### config.mk
export PLATFORM = sky130hd
export DESIGN_NAME = regfile_writeback_arbiter
export DESIGN_NICKNAME = d
export VERILOG_FILES = /design/src/rtl/rv64_wb_pkg.sv /design/src/rtl/regfile_writeback_arbiter_fifo.sv /design/src/rtl/regfile_writeback_arbiter.sv
export SDC_FILE = /design/constraint.sdc
export NUM_CORES = 1
export LEC_CHECK = 0
export BUFFER_PORTS_ARGS = -buffer_cell sky130_fd_sc_hd__clkbuf_2
export CAP_MARGIN = 30
export CORE_ASPECT_RATIO = 1.2
export CORE_MARGIN = 2
export CORE_UTILIZATION = 50
export DETAILED_ROUTE_END_ITERATION = 10
export PLACE_DENSITY_LB_ADDON = 0.08
export SYNTH_ARGS = -nofsm -noshare
export SYNTH_HDL_FRONTEND = slang
export SYNTH_SLANG_ARGS = --single-unit
export TNS_END_PERCENT = 10
### constraint.sdc
create_clock -name clk -period 6.1 [get_ports clk]
set_input_delay 0.305 -clock clk [delete_from_list [all_inputs] [get_ports clk]]
set_output_delay 0.305 -clock clk [all_outputs]
set_load 0.02 [all_outputs]
### src/rtl/rv64_wb_pkg.sv
// Shared types for the integer register-file writeback path.
// Provides XLEN default, the writeback request bundle and the x0 index.
package rv64_wb_pkg;

  localparam int XLEN = 64;

  localparam logic [4:0] REG_ZERO = 5'd0;

  typedef struct packed {
    logic [4:0]      rd;
    logic [XLEN-1:0] data;
  } wb_req_t;

endpackage

### src/rtl/regfile_writeback_arbiter_fifo.sv
// In-order buffer for memory/long-op writeback requests (wb_fifo).
// Ports: push/din, pop/head, full/empty, per-entry valid and rd vectors.
module wb_fifo
  import rv64_wb_pkg::*;
#(
  parameter int DEPTH = 2
) (
  input  logic                  clk,
  input  logic                  rst,
  input  logic                  push,
  input  wb_req_t               din,
  input  logic                  pop,
  output wb_req_t               head,
  output logic                  full,
  output logic                  empty,
  output logic [DEPTH-1:0]      ent_vld,
  output logic [DEPTH-1:0][4:0] ent_rd
);

  localparam int AW = (DEPTH > 1) ? $clog2(DEPTH) : 1;
  localparam int CW = AW + 1;

  wb_req_t       mem [DEPTH];
  logic [AW-1:0] rd_ptr;
  logic [AW-1:0] wr_ptr;
  logic [CW-1:0] cnt;

  always_ff @(posedge clk) begin
    if (rst) begin
      rd_ptr <= '0;
      wr_ptr <= '0;
      cnt    <= '0;
    end else begin
      if (push) wr_ptr <= wr_ptr + 1'b1;
      if (pop)  rd_ptr <= rd_ptr + 1'b1;
      unique case ({push, pop})
        2'b10:   cnt <= cnt + 1'b1;
        2'b01:   cnt <= cnt - 1'b1;
        default: cnt <= cnt;
      endcase
    end
  end

  // Storage needs no reset; validity comes from cnt.
  always_ff @(posedge clk) begin
    if (push) mem[wr_ptr] <= din;
  end

  assign head  = mem[rd_ptr];
  assign full  = (cnt == CW'(DEPTH));
  assign empty = (cnt == '0);

  // Entry i is live when its distance from the head is below cnt.
  always_comb begin
    logic [AW-1:0] off;
    ent_vld = '0;
    ent_rd  = '0;
    for (int i = 0; i < DEPTH; i++) begin
      off        = AW'(i) - rd_ptr;
      ent_vld[i] = ({1'b0, off} < cnt);
      ent_rd[i]  = mem[i].rd;
    end
  end

endmodule

### src/rtl/regfile_writeback_arbiter.sv
// Merges ALU and memory result streams onto the single regfile write port.
// Ports: alu_*/mem_* valid-ready sources, wb_* write port, pending_mask.
// Optional WB_BYPASS_EN: memory result skips an empty FIFO when ALU idle.
module regfile_writeback_arbiter #(
  parameter int XLEN           = 64,
  parameter int MEM_FIFO_DEPTH = 2,
  parameter int STARVE_LIMIT   = 4
) (
  input  logic            clk,
  input  logic            rst,
  input  logic            alu_valid,
  input  logic [4:0]      alu_rd,
  input  logic [XLEN-1:0] alu_data,
  output logic            alu_ready,
  input  logic            mem_valid,
  input  logic [4:0]      mem_rd,
  input  logic [XLEN-1:0] mem_data,
  output logic            mem_ready,
  output logic [4:0]      wb_rd,
  output logic [XLEN-1:0] wb_data,
  output logic            wb_enable,
  output logic [31:0]     pending_mask
);

  import rv64_wb_pkg::*;

  localparam int SW = $clog2(STARVE_LIMIT + 1);

  wb_req_t                       alu_req;
  wb_req_t                       mem_req;
  wb_req_t                       f_head;
  wb_req_t                       win_req;
  logic                          f_full;
  logic                          f_empty;
  logic [MEM_FIFO_DEPTH-1:0]     f_vld;
  logic [MEM_FIFO_DEPTH-1:0][4:0] f_rd;
  logic                          push;
  logic                          pop;
  logic                          alu_win;
  logic                          fifo_win;
  logic                          byp;
  logic                          win;
  logic                          starve_hit;
  logic [SW-1:0]                 starve_cnt;

  assign alu_req.rd   = alu_rd;
  assign alu_req.data = alu_data;
  assign mem_req.rd   = mem_rd;
  assign mem_req.data = mem_data;

  wb_fifo #(
    .DEPTH (MEM_FIFO_DEPTH)
  ) u_fifo (
    .clk     (clk),
    .rst     (rst),
    .push    (push),
    .din     (mem_req),
    .pop     (pop),
    .head    (f_head),
    .full    (f_full),
    .empty   (f_empty),
    .ent_vld (f_vld),
    .ent_rd  (f_rd)
  );

  always_comb begin
    starve_hit = (starve_cnt == SW'(STARVE_LIMIT));
    fifo_win   = !rst && !f_empty && (!alu_valid || starve_hit);
    alu_win    = !rst && alu_valid && !fifo_win;
`ifdef WB_BYPASS_EN
    byp        = !rst && f_empty && !alu_valid && mem_valid;
`else
    byp        = 1'b0;
`endif
    pop        = fifo_win;
    mem_ready  = !rst && (!f_full || pop);
    push       = mem_valid && mem_ready && !byp;
    alu_ready  = alu_win;
    win        = alu_win || fifo_win || byp;
    unique case (1'b1)
      alu_win:  win_req = alu_req;
      fifo_win: win_req = f_head;
      default:  win_req = mem_req;
    endcase
  end

  // Held at zero in reset so issue never sees stale queued writes.
  always_comb begin
    pending_mask = '0;
    for (int i = 0; i < MEM_FIFO_DEPTH; i++) begin
      if (f_vld[i]) pending_mask[f_rd[i]] = 1'b1;
    end
    pending_mask[0] = 1'b0;
    if (rst) pending_mask = '0;
  end

  always_ff @(posedge clk) begin
    if (rst) begin
      starve_cnt <= '0;
    end else if (f_empty || fifo_win) begin
      starve_cnt <= '0;
    end else if (alu_win && !starve_hit) begin
      starve_cnt <= starve_cnt + 1'b1;
    end
  end

  always_ff @(posedge clk) begin
    if (rst) begin
      wb_enable <= 1'b0;
      wb_rd     <= '0;
      wb_data   <= '0;
    end else begin
      wb_enable <= win && (win_req.rd != REG_ZERO);
      if (win) begin
        wb_rd   <= win_req.rd;
        wb_data <= win_req.data;
      end
    end
  end

endmodule

# After elaboration in Yosys (flattened, before gate mapping)
# Memory sizes are Yosys's and may differ from the RTL's. A register that Yosys moved wholly into a read port is not among the register bits.
# Cells that the tools add are included.
dict set report totals {
  register_bits 77
  ramBits 138
  in_bits 142
  out_inout_bits 104
  word_cells 63
  n_memories 1
}
dict set report op_classes {
  addsub 7
  order_cmp 6
  n_eq_ne 4
  muxes 13
  bitwise_logic 1
  reduce_logical 24
}
# name depth width rd rd_ports_with_merged_regs wr line_no
set memory_table {}
lappend memory_table {u_fifo.mem 2 69 3 1 1 regfile_writeback_arbiter_fifo.sv:23} ;# wb_req_t mem [DEPTH];
# cell n
set ops {}
lappend ops {{$pmux W69 S2} 1}
lappend ops {{$mux W32} 3}
lappend ops {{$or A32 B32 Y32} 1}
lappend ops {{$lt A5 B6 Y1 const B} 2}
lappend ops {{$demux W1 S5} 2}
lappend ops {{$ge A5 B1 Y1 const B} 2}
lappend ops {{$logic_and A1 B1 Y1} 10}
lappend ops {{$logic_not A1 Y1} 6}
lappend ops {{$mux W1} 6}
lappend ops {{$reduce_bool A5 Y1} 1}
lappend ops {{$eq A2 B2 Y1 const B} 2}
lappend ops {{$logic_or A1 B1 Y1} 4}
lappend ops {{$lt A1 B2 Y1} 2}
lappend ops {{$pmux W2 S2} 1}
lappend ops {{$add A3 B1 Y3 const B} 1}
lappend ops {{$eq A3 B3 Y1 const B} 1}
lappend ops {{$add A1 B1 Y1 const B} 2}
lappend ops {{$add A2 B1 Y2 const B} 1}
lappend ops {{$eq A2 B1 Y1 const B} 1}
lappend ops {{$logic_not A2 Y1} 1}
lappend ops {{$reduce_bool A2 Y1} 1}
lappend ops {{$reduce_or A2 Y1} 1}
lappend ops {{$sub A1 B1 Y1 const A} 2}
lappend ops {{$sub A2 B1 Y2 const B} 1}

# Logic depth before layout (Yosys ltp)
dict set report logic_depth {
  ltp_word 9
  depth_mapped 9
  depth_no_buf 8
}

# By module
# From an unflattened synthesis, not the netlist that was laid out.
dict set report hier_totals {
  cells_unflattened 777
  area_unflattened_um2 9529.1
}
# module n_inst cells_per_inst area_each_um2 seq_area_each_um2
set by_module_without_submodules {}
lappend by_module_without_submodules {wb_fifo 1 250 5271.3 4244.1}
lappend by_module_without_submodules {regfile_writeback_arbiter 1 527 4257.8 1461.4}

# Worst setup path after synthesis
# Ideal clock, no wire load.
dict set report synth_path {
  kind {reg2reg}
  startpoint {register starve_cnt[0]}
  endpoint {memory u_fifo.mem[0][0] in the netlist's numbering, enable pin}
  setup_ns 0.497
  arrival_time_ns 3.935
  t_required_ns 5.603
  setup_slack_ns 1.669
  path_stages_with_launch 6
  n_path_buf 0
  period_less_slack_ns 4.431
  path_cell_list {dfxtp_1 inv_1 ha_1 a21boi_2 a311o_1 nor2_1}
}
dict set report synth_via {
  elab_chain_len 8
}
# item line_no
set synth_lines {}
lappend synth_lines {{start, declared} regfile_writeback_arbiter.sv:44} ;# logic [SW-1:0] starve_cnt;
lappend synth_lines {{start signal, assigned} regfile_writeback_arbiter.sv:103} ;# starve_cnt <= starve_cnt + 1'b1;
lappend synth_lines {{$eq A3 B3 Y1} regfile_writeback_arbiter.sv:67} ;# starve_hit = (starve_cnt == SW'(STARVE_LIMIT));
lappend synth_lines {{$logic_or A1 B1 Y1} regfile_writeback_arbiter.sv:68} ;# fifo_win = !rst && !f_empty && (!alu_valid || starve_hit);
lappend synth_lines {{$logic_and A1 B1 Y1} regfile_writeback_arbiter.sv:68}
lappend synth_lines {{$logic_or A1 B1 Y1} regfile_writeback_arbiter.sv:76} ;# mem_ready = !rst && (!f_full || pop);
lappend synth_lines {{$logic_and A1 B1 Y1} regfile_writeback_arbiter.sv:76}
lappend synth_lines {{$logic_and A1 B1 Y1} regfile_writeback_arbiter.sv:77} ;# push = mem_valid && mem_ready && !byp;
lappend synth_lines {{$mux W1} regfile_writeback_arbiter_fifo.sv:46} ;# if (push) mem[wr_ptr] <= din;
lappend synth_lines {{$mux W1 (not written as such)} regfile_writeback_arbiter_fifo.sv:46}
lappend synth_lines {{end, declared} regfile_writeback_arbiter_fifo.sv:23}
# Every way passes these cells.

# Worst setup path after layout
dict set report layout_path {
  startpoint {register starve_cnt[0]}
  endpoint {memory u_fifo.mem[1][59] in the netlist's numbering, enable pin}
}
# The elaborated chain is that of the path after synthesis.

==> flow_metrics.tcl <==
set metrics [dict create \
    synth_most_common_cell "edfxtp_1" \
    clock_path_buffers 3 \
    p_leak_nw 4.47 \
    cts.clk_slew.worst_paths_ns 0.06 \
    fin_cells 1189 \
    end_kind "flip-flop" \
    hold_viol 0 \
    cts_buffers 22 \
    post-dp-hpwl_microns 14700 \
    power_mw 3.46 \
    vias 6682 \
    synth-seq-cells 216 \
    synth_area_sq_um 8930 \
    start_kind "flip-flop" \
    wl_per_cell_microns 18.7 \
    port_buffers 244 \
    rsz0062_at_grt "false" \
    max_freq_mhz 346 \
    clockRootBuffer "clkbuf_16" \
    min_period_over_period_pct 47.4 \
    grt.overflow.total 0 \
    grt_pass1_vias 6647 \
    cts_tree "built" \
    final_util_pct 65.3 \
    syn_nets 825 \
    grt_pass1_wl_microns 34300 \
    multi_input_area_sq_um 2920 \
    via_per_inst 5.62 \
    drv_slew 0 \
    tns_ns 0 \
    grt_max_degree 73 \
    antenna_cells 0 \
    cts_setup_buffers 0 \
    finClkSkew_ns 0.00708 \
    synth_cells 680 \
    antenna_found_initial 0 \
    drt-pass1-iter-count 6 \
    synth_top_area_share_pct 46.4 \
    area_growth_pct 27.9 \
    status "finished, final reports clean" \
    worstPathArrival_ns 3.01 \
    peakVddDrop_mv 0.178 \
    setup_viol 0 \
    hold_class "primary input to flip-flop" \
    layout-drive-gt1-share_pct 39.4 \
    worstPathMaxFanout 41 \
    gr-usage-all-layers_pct 22.5 \
    worstSetupPathType "flip-flop to flip-flop" \
    drt_iter0_drc 464 \
    drv_cap 0 \
    seqCellArea_sq_um 5710 \
    die_area_sq_um 19000 \
    ios 246 \
    pre_cts_slack_ns 2.81 \
    core_sq_um 17500 \
    cp.required_ns 6.22 \
    postCtsResizedCells 0 \
    drc 0 \
    synth.area.top_cells "edfxtp_1 46%, dfxtp_1 17%, mux2_2 8.4%" \
    relSlewSlack_pct 35.8 \
    placed_cells 1101 \
    synthFlopType "edfxtp_1" \
    layout.nets 1098 \
    setup_ws_ns 3.21 \
    start_util_pct 51.0 \
    avgSynthCellArea_sq_um 13.1 \
    synth_warnings 0 \
    yosys.area.top_type "edfxtp_1" \
    powerDensity_nw_per_um2 302 \
    gp_congestion 0.764 \
    ff2ff_setup_slack_ns 3.21 \
    ys_types 42 \
    synth.yosys.seq_area_share_pct 63.9 \
    totalWireLength_microns 22200 \
    htree_levels 1 \
    die_h_microns 150 \
    synth_edf_count 138 \
    insertion_delay_ns 0.49 \
    dieWidth_microns 126 \
    max_slew.worst_pin.slew_ns 0.956 \
    antenna_left 0 \
    cts_sinks 216 \
    post-route-min-period_ns 2.89 \
    synthArstFlopShare_pct 0 \
    fp-row-count 53 \
    ys_top_cells_by_count "138 x edfxtp_1, 110 x nor2_1, 78 x dfxtp_1" \
    fillerInstances 1389 \
]
==> power breakdown <==
part / leakage (nW) / internal [mW] / switching, mW
Sequential: 1.91 / 1.65 / 0.0528
Combinational: 2.22 / 0.195 / 0.281
Clock: 0.344 / 0.752 / 0.531
Total: 4.47 / 2.59 / 0.865
==> worst max-delay path, stage by stage, from the launching register on <==
cell and delay [ns]:
dfxtp_1 0.33, inv_1 0.06, ha_1 0.18, a21boi_2 0.12, a311o_1 0.48, nor2_4 0.72, buf_4 0.59
==> cell type report <==
cell class              instances  area share, %
repair buffers                301           15.7
clock buffers                  32           5.41
well taps                     220           2.41
multi-input cells             403           25.5
clock inverters                 8          0.722
inverters                       9          0.296
flip-flops and latches        216           49.9
==> per-stage QoR <==
| stage | instance area [sq um] | hold slack [ns] |
|---|---|---|
| 6_report | 11400 | 0.0134 |
| 5_1_grt | 11400 | 0.000384 |
| 4_1_cts | 11400 | 0.000422 |
| 3_5_place_dp | 10200 | 0.452 |
| 3_3_place_gp | 10200 | 0.434 |
| 2_1_floorplan | 8930 | 0.404 |
==> repair_timing <==
action                                 in CTS  in global routing
hold buffers                               45                  3
endpoints found under the hold margin      88                  5
setup endpoints to repair                   0                  0
==> registers in the layout (all words and copies together) (netlist names), named ones only <==
signal	cells
u_fifo.mem	138
wb_enable	1
u_fifo.cnt	2
u_fifo.wr_ptr	1
wb_data	64
starve_cnt	3
wb_rd	5
u_fifo.rd_ptr	1
==> metal layers <==
metal	global-route usage, %	share of wire, %
met5	0	0
met4	6.54	1.5
met3	4.16	7.0
met2	40.0	51
met1	28.2	40
==> cell families (layout without fill, tap and decap cells) <==
| family | count (synthesis) | count (layout) | synth area share, % |
|---|---|---|---|
| flops | 216 | 216 | 63.9 |
| simple gates | 208 | 208 | 11.1 |
| compound gates | 118 | 118 | 11.7 |
| mux | 68 | 68 | 8.56 |
| buf+inv | 61 | 350 | 3.78 |
| xor+xnor | 5 | 5 | 0.490 |
| fa+ha+maj | 3 | 3 | 0.420 |
| other cells | 1 | 1 | 0.0420 |
==> path summary, 6_finish.rpt <==
path                                                  from                          end  depth (start not counted)
worst max-delay path            starve_cnt[0]$_SDFFE_PP0P_  u_fifo.mem[1][59]$_DFFE_PP_                          6
worst min-delay path                             mem_rd[2]  u_fifo.mem[0][66]$_DFFE_PP_                          1
worst max register to register  starve_cnt[0]$_SDFFE_PP0P_  u_fifo.mem[1][59]$_DFFE_PP_                          6
worst min register to register  starve_cnt[0]$_SDFFE_PP0P_   starve_cnt[0]$_SDFFE_PP0P_                          1
==> cell usage in the layout, fill, tap and decap left out, drive strengths merged, types with 33 or more instances in the layout <==
cell type / n
clkbuf: 275
nor2: 111
edfxtp: 138
a22oi: 33
a221oi: 66
dfxtp: 78
nor3: 70
dlygate4sd3: 48
mux2: 67
No activity file was read; power rests on OpenSTA's default activity.
